`src/rtl/imem_pkg.sv`:
```
// Shared types and helpers for the instruction-memory loader.
package imem_pkg;

    // Load session states.
    typedef enum logic [1:0] {
        IDLE,
        LOAD,
        DRAIN,
        RUN
    } state_e;

    localparam int BYTES_PER_WORD = 4;

    // Reasons a word may be dropped at acceptance. Declaration order is the
    // priority order: a word that is both misaligned and out of range is
    // reported as misaligned only.
    typedef enum logic [1:0] {
        DROP_NONE,
        DROP_MISALIGN,
        DROP_RANGE
    } drop_e;

    // Decide whether a word offered at byte offset addr may be written into a
    // memory of 2^addr_width bytes.
    function automatic drop_e classify(input logic [31:0] addr, input int unsigned addr_width);
        if (addr[1:0] != 2'b00) begin
            return DROP_MISALIGN;
        end
        if ((addr >> addr_width) != 32'd0) begin
            return DROP_RANGE;
        end
        return DROP_NONE;
    endfunction

    // Pick the byte written at offset idx within a word. Without swap the
    // least significant byte lands at offset 0; with swap the most significant.
    function automatic logic [7:0] byte_lane(input logic [31:0] word, input logic [1:0] idx,
                                             input bit swap);
        logic [1:0] lane;
        lane = swap ? ~idx : idx;
        return word[{lane, 3'b000} +: 8];
    endfunction

endpackage

```
`src/rtl/sync_fifo.sv`:
```
// Single-clock FIFO with registered full/empty and a synchronous flush.
module sync_fifo #(
    parameter int WIDTH = 42,
    parameter int DEPTH = 4
) (
    input  logic             clk,
    input  logic             reset_n,
    input  logic             flush,
    input  logic             push,
    input  logic             pop,
    input  logic [WIDTH-1:0] din,
    output logic [WIDTH-1:0] dout,
    output logic             full,
    output logic             empty
);

    localparam int PW = $clog2(DEPTH);

    logic [WIDTH-1:0] mem [DEPTH];
    logic [PW-1:0]    wr_ptr;
    logic [PW-1:0]    rd_ptr;
    logic [PW:0]      count;
    logic             do_push;
    logic             do_pop;

    assign full    = (count == (PW+1)'(DEPTH));
    assign empty   = (count == '0);
    assign do_push = push && !full;
    assign do_pop  = pop && !empty;
    assign dout    = mem[rd_ptr];

    // Storage array, written on every accepted push.
    // NOTE: the array has no reset; pointers and count alone decide which entries are valid.
    always_ff @(posedge clk) begin
        if (do_push) begin
            mem[wr_ptr] <= din;
        end
    end

    // Pointer and occupancy bookkeeping; flush empties the queue in one cycle.
    // NOTE: sequential state uses non-blocking assignments so every register sees pre-edge values.
    always_ff @(posedge clk or negedge reset_n) begin
        if (!reset_n) begin
            wr_ptr <= '0;
            rd_ptr <= '0;
            count  <= '0;
        end else if (flush) begin
            wr_ptr <= '0;
            rd_ptr <= '0;
            count  <= '0;
        end else begin
            if (do_push) begin
                wr_ptr <= wr_ptr + PW'(1);
            end
            if (do_pop) begin
                rd_ptr <= rd_ptr + PW'(1);
            end
            case ({do_push, do_pop})
                2'b10:   count <= count + (PW+1)'(1);
                2'b01:   count <= count - (PW+1)'(1);
                default: count <= count;
            endcase
        end
    end

endmodule

```
`src/rtl/imem_loader.sv`:
```
// Streams 32-bit program words from the host into the byte-wide instruction
// memory write port and holds the CPU in reset until a load session finishes.
module imem_loader
    import imem_pkg::*;
#(
    parameter int ADDR_WIDTH = 10,
    parameter int FIFO_DEPTH = 4,
    parameter bit BYTE_SWAP  = 1'b0
) (
    input  logic                  clk,
    input  logic                  reset_n,
    input  logic                  load_start,
    input  logic                  load_end,
    input  logic                  wr_valid,
    output logic                  wr_ready,
    input  logic [31:0]           wr_addr,
    input  logic [31:0]           wr_data,
    output logic                  mem_we,
    output logic [ADDR_WIDTH-1:0] mem_addr,
    output logic [7:0]            mem_wdata,
    output logic                  cpu_reset_n,
    output logic                  loading,
    output logic                  done,
    output logic                  err_misalign,
    output logic                  err_range,
    output logic [ADDR_WIDTH-2:0] word_count
);

    localparam int ENTRY_W = ADDR_WIDTH + 32;

    state_e state;
    state_e state_next;

    logic                  start_session;
    logic                  accept;
    drop_e                 drop;
    logic                  push;
    logic                  pop;
    logic                  active;
    logic [ENTRY_W-1:0]    fifo_dout;
    logic                  fifo_full;
    logic                  fifo_empty;
    logic [ADDR_WIDTH-1:0] head_addr;
    logic [31:0]           head_data;

    // Byte engine: after byte 0 is issued straight from the FIFO head, it
    // holds the word and issues offsets 1..3 from these registers.
    logic                  eng_busy;
    logic [1:0]            eng_idx;
    logic [ADDR_WIDTH-3:0] eng_word_addr;
    logic [31:0]           eng_data;
    logic                  eng_last;

    assign start_session = load_start && (state == IDLE || state == RUN);
    assign active        = (state == LOAD) || (state == DRAIN);
    assign accept        = wr_valid && wr_ready;
    assign drop          = classify(wr_addr, ADDR_WIDTH);
    assign push          = accept && (drop == DROP_NONE);
    assign head_addr     = fifo_dout[ENTRY_W-1:32];
    assign head_data     = fifo_dout[31:0];
    assign pop           = active && !eng_busy && !fifo_empty;
    assign eng_last      = eng_busy && (eng_idx == 2'(BYTES_PER_WORD - 1));

    sync_fifo #(
        .WIDTH (ENTRY_W),
        .DEPTH (FIFO_DEPTH)
    ) u_fifo (
        .clk     (clk),
        .reset_n (reset_n),
        .flush   (start_session),
        .push    (push),
        .pop     (pop),
        .din     ({wr_addr[ADDR_WIDTH-1:0], wr_data}),
        .dout    (fifo_dout),
        .full    (fifo_full),
        .empty   (fifo_empty)
    );

    // Session state register.
    always_ff @(posedge clk or negedge reset_n) begin
        if (!reset_n) begin
            state <= IDLE;
        end else begin
            state <= state_next;
        end
    end

    // Session next-state and status outputs. DRAIN finishes as the last byte
    // is written, so done rises on the cycle right after it.
    // NOTE: every output gets a default before the case so no latch is inferred.
    always_comb begin
        state_next  = state;
        wr_ready    = 1'b0;
        loading     = 1'b0;
        done        = 1'b0;
        cpu_reset_n = 1'b0;
        unique case (state)
            IDLE: begin
                if (load_start) begin
                    state_next = LOAD;
                end
            end
            LOAD: begin
                wr_ready = !fifo_full;
                loading  = 1'b1;
                if (load_end) begin
                    state_next = DRAIN;
                end
            end
            DRAIN: begin
                loading = 1'b1;
                if (fifo_empty && (!eng_busy || eng_last)) begin
                    state_next = RUN;
                end
            end
            RUN: begin
                done        = 1'b1;
                cpu_reset_n = 1'b1;
                if (load_start) begin
                    state_next = LOAD;
                end
            end
            default: state_next = IDLE;
        endcase
    end

    // Write port: byte 0 comes from the FIFO head on the pop cycle, bytes 1..3
    // from the engine, so consecutive words keep mem_we high continuously.
    always_comb begin
        mem_we    = 1'b0;
        mem_addr  = '0;
        mem_wdata = '0;
        if (pop) begin
            mem_we    = 1'b1;
            mem_addr  = head_addr;
            mem_wdata = byte_lane(head_data, 2'd0, BYTE_SWAP);
        end else if (eng_busy) begin
            mem_we    = 1'b1;
            mem_addr  = {eng_word_addr, eng_idx};
            mem_wdata = byte_lane(eng_data, eng_idx, BYTE_SWAP);
        end
    end

    // Byte engine sequencing; the base is word aligned, so offsets are
    // formed by concatenation rather than addition.
    always_ff @(posedge clk or negedge reset_n) begin
        if (!reset_n) begin
            eng_busy      <= 1'b0;
            eng_idx       <= 2'd0;
            eng_word_addr <= '0;
            eng_data      <= '0;
        end else if (pop) begin
            eng_busy      <= 1'b1;
            eng_idx       <= 2'd1;
            eng_word_addr <= head_addr[ADDR_WIDTH-1:2];
            eng_data      <= head_data;
        end else if (eng_busy) begin
            eng_idx <= eng_idx + 2'd1;
            if (eng_last) begin
                eng_busy <= 1'b0;
            end
        end
    end

    // Sticky drop flags and the saturating count of completed words.
    always_ff @(posedge clk or negedge reset_n) begin
        if (!reset_n) begin
            err_misalign <= 1'b0;
            err_range    <= 1'b0;
            word_count   <= '0;
        end else if (start_session) begin
            err_misalign <= 1'b0;
            err_range    <= 1'b0;
            word_count   <= '0;
        end else begin
            if (accept && drop == DROP_MISALIGN) begin
                err_misalign <= 1'b1;
            end
            if (accept && drop == DROP_RANGE) begin
                err_range <= 1'b1;
            end
            if (eng_last && word_count != '1) begin
                word_count <= word_count + (ADDR_WIDTH-1)'(1);
            end
        end
    end

endmodule

```
`config.mk`:
```
export PLATFORM = sky130hd
export DESIGN_NAME = imem_loader
export DESIGN_NICKNAME = d
export VERILOG_FILES = /design/src/rtl/imem_pkg.sv /design/src/rtl/sync_fifo.sv /design/src/rtl/imem_loader.sv
export SDC_FILE = /design/constraint.sdc
export NUM_CORES = 1
export LEC_CHECK = 0
export ABC_AREA = 1
export BUFFER_PORTS_ARGS = -buffer_cell sky130_fd_sc_hd__buf_2
export CAP_MARGIN = 10
export CORE_ASPECT_RATIO = 1.2
export CORE_UTILIZATION = 50
export DETAILED_ROUTE_END_ITERATION = 10
export GPL_ROUTABILITY_DRIVEN = 0
export HOLD_SLACK_MARGIN = 0.03
export PLACE_DENSITY_LB_ADDON = 0.15
export REMOVE_ABC_BUFFERS = 1
export SLEW_MARGIN = 20
export SYNTH_ARGS = -nofsm -noshare
export SYNTH_HDL_FRONTEND = slang
export SYNTH_SLANG_ARGS = --single-unit
```
`constraint.sdc`:
```
create_clock -name clk -period 3.2 [get_ports clk]
set_clock_uncertainty 0.05 [all_clocks]
set_input_delay 0.16 -clock clk [delete_from_list [all_inputs] [get_ports clk]]
set_output_delay 0.16 -clock clk [all_outputs]
set_load 0.1 [all_outputs]
```
# After elaboration in Yosys (flattened, before gate mapping)

Memories as Yosys holds them, arrays and structs flattened.
Cells that the tools add are included.
W data, S select, Z words.

Bits in registers: 63
RAM bits: 168
Input port bits: 69
Output and inout port bits: 34
Logic and storage cells: 104
Memories kept: 1

Memories:

| name       | depth | bits a word | read ports | clocked after Yosys merged registers in | write ports | line            | text |
|---|---|---|---|---|---|---|---|
| u_fifo.mem | 4     | 42          | 1          | 0                                       | 1           | sync_fifo.sv:19 | `logic [WIDTH-1:0] mem [DEPTH];` |

Add/subtract/negate cells: 6
Equal/unequal tests: 13
Shift-type cells: 1
Mux-type cells: 39
Reductions and logical operators: 33

Operators with widths:

| kind                  | number |
|---|---|
| $reduce_bool A32 Y1   | 1 |
| $shiftx A32 B6 Y8     | 1 |
| $mux W2               | 13 |
| $mux W10              | 2 |
| $mux W9               | 2 |
| $mux W1               | 17 |
| $mux W8               | 2 |
| $reduce_bool A2 Y1    | 7 |
| $logic_and A1 B1 Y1   | 12 |
| $eq A2 B2 Y1 const B  | 5 |
| $add A9 B1 Y9 const B | 1 |
| $ne A9 B9 Y1 const B  | 1 |
| $add A2 B1 Y2 const B | 3 |
| $eq A2 B1 Y1 const B  | 3 |
| $pmux W2 S3           | 1 |
| $pmux W3 S2           | 1 |
| $logic_not A2 Y1      | 2 |
| $ne A2 B1 Y1 const B  | 2 |
| $reduce_or A2 Y1      | 2 |
| $add A3 B1 Y3 const B | 1 |
| $eq A3 B3 Y1 const B  | 1 |
| $logic_not A1 Y1      | 3 |
| $logic_not A3 Y1      | 1 |
| $logic_or A1 B1 Y1    | 3 |
| other kinds (5)       | 5 |

# Logic depth before layout (Yosys ltp)

Depth in word-level cells: 11
Mapped depth: 15
Mapped depth without buffers: 15

# Hierarchy

From an unflattened synthesis, not the netlist that was laid out.

Cell total of the unflattened synthesis: 848
Area, all modules: 9,594.2 sq um

By module, submodules not included:

| module      | instances | cells an instance | area each (sq um) | seq. area each (sq um) |
|---|---|---|---|---|
| sync_fifo   | 1         | 473               | 6,795.3           | 5,220.0 |
| imem_loader | 1         | 375               | 2,798.9           | 1,401.3 |

# Worst setup path after synthesis

OpenSTA, ideal clock, no wires.

Path kind: flip-flop to flip-flop
Start point: reg state[1]
End point: mem u_fifo.mem[0][0], enable pin
Setup time: 442 ps
Arrival time: 2,766 ps
Required time: 2,708 ps
Path slack: -57 ps
Cell stages (with the launch flop): 7
Buffers on the path: 0
Period minus slack after synthesis: 3,257 ps
Path through: dfrtp_1 > inv_1 > ha_1 > nand3_1 > nor2_4 > nand3_4 > nor2_1

Word-level cells in the longest chain between the ends: 7

RTL lines:

| element                       | line              | text |
|---|---|---|
| from (decl)                   | imem_loader.sv:31 | `state_e state;` |
| from (signal assigned)        | imem_loader.sv:84 | `state <= state_next;` |
| $eq A2 B1 Y1                  | imem_loader.sv:97 | `unique case (state)` |
| $mux W1                       | imem_loader.sv:97 |  |
| $logic_and A1 B1 Y1           | imem_loader.sv:56 | `assign accept = wr_valid && wr_ready;` |
| $logic_and A1 B1 Y1           | imem_loader.sv:58 | `assign push = accept && (drop == DROP_NONE);` |
| $logic_and A1 B1 Y1           | sync_fifo.sv:28   | `assign do_push = push && !full;` |
| $mux W1                       | sync_fifo.sv:35   | `if (do_push) begin` |
| $mux W1 (implied by the code) | sync_fifo.sv:36   | `mem[wr_ptr] <= din;` |
| to (decl)                     | sync_fifo.sv:19   |  |

No other way between the ends.

# Worst setup path after layout

Start point: reg state[0]
End point: out mem_wdata[4]

Word-level cells in the longest chain between the ends: 5
Elaborated cells between the ends (all ways): 6
Classes of those cells: eq/ne (2); mux (1); reduce/logical (3)

RTL lines:

| element                                             | line               | text |
|---|---|---|
| $eq A2 B1 Y1 / $eq A2 B2 Y1 (equally long branches) | imem_loader.sv:55  | `assign active = (state == LOAD) \|\| (state == DRAIN);` |
| $logic_or A1 B1 Y1 *                                | imem_loader.sv:55  |  |
| $logic_and A1 B1 Y1 * (2 in series)                 | imem_loader.sv:61  | `assign pop = active && !eng_busy && !fifo_empty;` |
| $mux W8 *                                           | imem_loader.sv:133 | `if (pop) begin` |
| to (decl)                                           | imem_loader.sv:20  | `output logic [7:0] mem_wdata,` |

Mark *: on every way between the ends. The rest lies on a longest branch, timed or not.

==> impl_metrics.env <==
export IMPL_status="completed"
export IMPL_wl_um=20120
export IMPL_h_tree_depth=1
export IMPL_synth_top_family_by_area="compound AO/OA/AOI/OAI gates"
export IMPL_p_sw_share_pct=24.13
export IMPL_dieArea_um2=19530
export IMPL_syn_area_um2=9488
export IMPL_cts_buffers=24
export IMPL_clock_sinks=231
export IMPL_portBuffers=102
export IMPL_grt_ovfl_total=0
export IMPL_cts_tree="built"
export IMPL_hold_class="primary input to async pin"
export IMPL_cp_start_kind="register"
export IMPL_cts_root_buf="clkbuf_16"
export IMPL_die_y_um=152.9
export IMPL_setup_viol=0
export IMPL_ff2ff_setup_slack_ns=0.71
export IMPL_synth_distinct_cells=37
export IMPL_grt_pass1_vias=6317
export IMPL_num_nets_final=1056
export IMPL_grt_pass1_wl_um=31650
export IMPL_worstReg2RegStart="state[0]"
export IMPL_postCtsResizedCells=0
export IMPL_path_depth=9
export IMPL_grt_use_total_pct=20.87
export IMPL_p_clk_share_pct=42.8
export IMPL_ys_ff_latch=231
export IMPL_fin_ws_ns=0.2763
export IMPL_cp_slowest_cell="inv_4"
export IMPL_grt_start_max_net_pins=58
export IMPL_rsz0062_at_grt="no"
export IMPL_final_core_util_pct=64.40
export IMPL_synth_warnings=0
export IMPL_first_iter_violations=403
export IMPL_muxShareOfSynthArea_pct=0
export IMPL_area_growth_pct=24.74
export IMPL_clock_latency_ns=0.52
export IMPL_syn_inst=825
export IMPL_final_cell_mix="168 x edfxtp_1, 137 x o21ai_0, 133 x nor2_1"
export IMPL_worst_path_largest_cell_delay_ns=0.42
export IMPL_dr_pass1_iters=4
export IMPL_worst_ep_required_time_ns=2.99
export IMPL_path_cells="inv_1 -> ha_1 -> inv_1 -> nand3_4 -> inv_4 -> buf_4 -> nand2_1 -> nand2_1 -> buf_12"
export IMPL_worst_setup_path_type="register to output pin"
export IMPL_core_um2=18380
export IMPL_fin_crit_ns=2.924
export IMPL_cts_buffer_depth=3
export IMPL_ant_nets=0
export IMPL_final_common_cell="edfxtp_1"
export IMPL_power_frac_seq_pct=47.0
export IMPL_synth_area_per_cell_um2=11.50
export IMPL_synthSimpleGateAreaFrac_pct=11.29
export IMPL_r2r_end="u_fifo.count[2]"
export IMPL_p_total_w=0.006930
export IMPL_start_util_pct=51.63
export IMPL_powerDensity_nw_per_um2=585.6
export IMPL_cp_endpoint="mem_wdata[4]"
export IMPL_cpLargestDelayFamily="buffers and inverters"
export IMPL_startpoint="state[0]"
export IMPL_std_cell_rows=54
export IMPL_antenna_cells=0
export IMPL_hold_viol=0
export IMPL_p_leak_nw=4.687
export IMPL_synth_compound_area_share_pct=12.48
export IMPL_drc=0
export IMPL_power_switching_w=0.001672
export IMPL_via_per_inst=5.166
export IMPL_vdd_ir_drop_worst_mv=0.5575
export IMPL_maxCapViolCount=0
export IMPL_fillers=1431
export IMPL_synth_xor_area_share_pct=0.1846
export IMPL_synthAdderAreaFrac_pct=1.530
export IMPL_tightest_slew_ns=0.6561
export IMPL_min_period_over_period_pct=91.36
export IMPL_end_kind="output pin"
export IMPL_cp_max_fo=44
export IMPL_clkTransAtPathRegs_ns=0.06
export IMPL_critical_path_buf_inv_count=5
export IMPL_wire_per_inst_um=16.15
export IMPL_crit_arrival_ns=2.71
export IMPL_antenna_found_initial=0
export IMPL_slew_headroom_pct=56.26
export IMPL_power_share_combinational_pct=10.2
export IMPL_fmax_mhz=342.0
export IMPL_hpwl_um=12080
export IMPL_layout_drive_gt1_share_pct=18.11
export IMPL_p_int_w=0.005258
export IMPL_num_vias=6437
export IMPL_die_w_um=127.8
export IMPL_yosysSeqAreaShare_pct=69.79
export IMPL_drv_slew=0
export IMPL_reg2reg_depth=14
export IMPL_io_pins=103
export IMPL_place_ws_ns=0.6783
[cell usage after synthesis]
cell type,number,area share (%)
or2_1,1,0.066
nor2_1,137,5.4
o21a_1,2,0.16
inv_1,53,2.1
a211oi_1,1,0.079
edfxtp_1,168,53
a21oi_1,29,1.5
fa_1,1,0.21
nand3_1,17,0.90
a221o_1,2,0.21
xor2_1,1,0.092
nor3_1,2,0.11
nand3_4,2,0.37
o22ai_1,32,2.1
ha_1,10,1.3
a21oi_2,1,0.092
a21boi_0,1,0.079
nand4_1,4,0.26
o21ai_2,1,0.092
buf_2,15,0.79
inv_2,3,0.12
nor3_2,2,0.21
o21ai_1,7,0.37
buf_4,3,0.24
buf_6,5,0.59
nor2_4,1,0.12
o21ai_0,137,7.2
nor2_2,2,0.13
nand2_2,1,0.066
clkbuf_1,20,0.79
nand2_1,89,3.5
dfrtp_1,63,17
inv_4,1,0.066
clkinv_1,1,0.040
a31oi_1,8,0.53
xnor2_1,1,0.092
nand2_4,1,0.12
[metal layers]
layer / global-route usage, % / vias to the layer above / routed length [µm] / part of all wire, %
li1: - / 3193 / - / -
met1: 26.79 / 3044 / 8740 / 43
met2: 37.09 / 178 / 10020 / 50
met3: 3.255 / 22 / 1108 / 5.5
met4: 4.706 / 0 / 248 / 1.2
met5: 0 / - / 0 / 0
[registers in the layout, indices dropped and copies added (netlist names)]
signal,flops
eng_data,32
u_fifo.mem,168
u_fifo.count,3
eng_word_addr,8
err_range,1
eng_idx,2
err_misalign,1
state,2
eng_busy,1
u_fifo.rd_ptr,2
u_fifo.wr_ptr,2
word_count,9
[final cells by class]
class                           count  area [µm²]  share of cell area, %
Multi-Input combinational cell    493        2447                  20.68
Inverter                           58       220.2                  1.861
Timing Repair Buffer              168        1374                  11.61
Sequential cell                   231        6623                  55.96
Tap cell                          252       315.3                  2.664
Clock buffer                       32       661.9                  5.593
Clock inverter                     12       193.9                  1.639
[worst min path at each step]
stage / start / endpoint / cells after the start
final: reset_n / u_fifo.count[0] / 2
after global routing: reset_n / u_fifo.count[0] / 2
after CTS: reset_n / u_fifo.count[0] / 2
after detailed placement: reset_n / err_misalign / 1
after global placement: reset_n / err_misalign / 1
after floorplan: reset_n / eng_busy / 0
[power groups by stage]
stage,Combinational (W),Clock [W],Sequential (W)
after floorplan,0.000408,0,0.00340
after global placement,0.000663,0,0.00332
after detailed placement,0.000667,0,0.00332
after CTS,0.000711,0.00301,0.00326
after global routing,0.000758,0.00314,0.00326
final,0.000709,0.00296,0.00326
[logic make-up (layout without fill, tap and decap cells)]
kind of cell    count (synthesis)  after routing
simple gates                  259            259
flops                         231            231
compound gates                221            221
buf+inv                       101            270
fa+ha+maj                      11             11
xor+xnor                        2              2
[stage by stage]
step / TNS (ns) / hold WS [ns] / instance area [µm²] / instances
final: 0 / 0.04418 / 11840 / 1246
after global routing: 0 / 0.08197 / 11840 / 1246
after CTS: 0 / 0.03473 / 11840 / 1246
after detailed placement: 0 / 0.04189 / 10520 / 1156
after global placement: 0 / 0.03449 / 10520 / 1156
after floorplan: -32.69 / -0.1856 / 9259 / 782
[worst register-to-register path: stages, from the launching register on]
cell and delay [ns]:
dfrtp_1 0.38, inv_1 0.07, ha_1 0.30, inv_1 0.16, nand3_4 0.22, inv_4 0.42, nand2_4 0.13, inv_1 0.09
fa_1 0.17, xnor2_1 0.14, inv_1 0.06, nand2_1 0.06, nand2_1 0.05, nand2_1 0.06, nand2_1 0.05
[repair_timing]
action                                 CTS  global route
hold buffers                            46             0
buffers inserted                         0             0
endpoints found under the hold margin  184             0
Note: power is estimated with default switching activity, not from simulation.
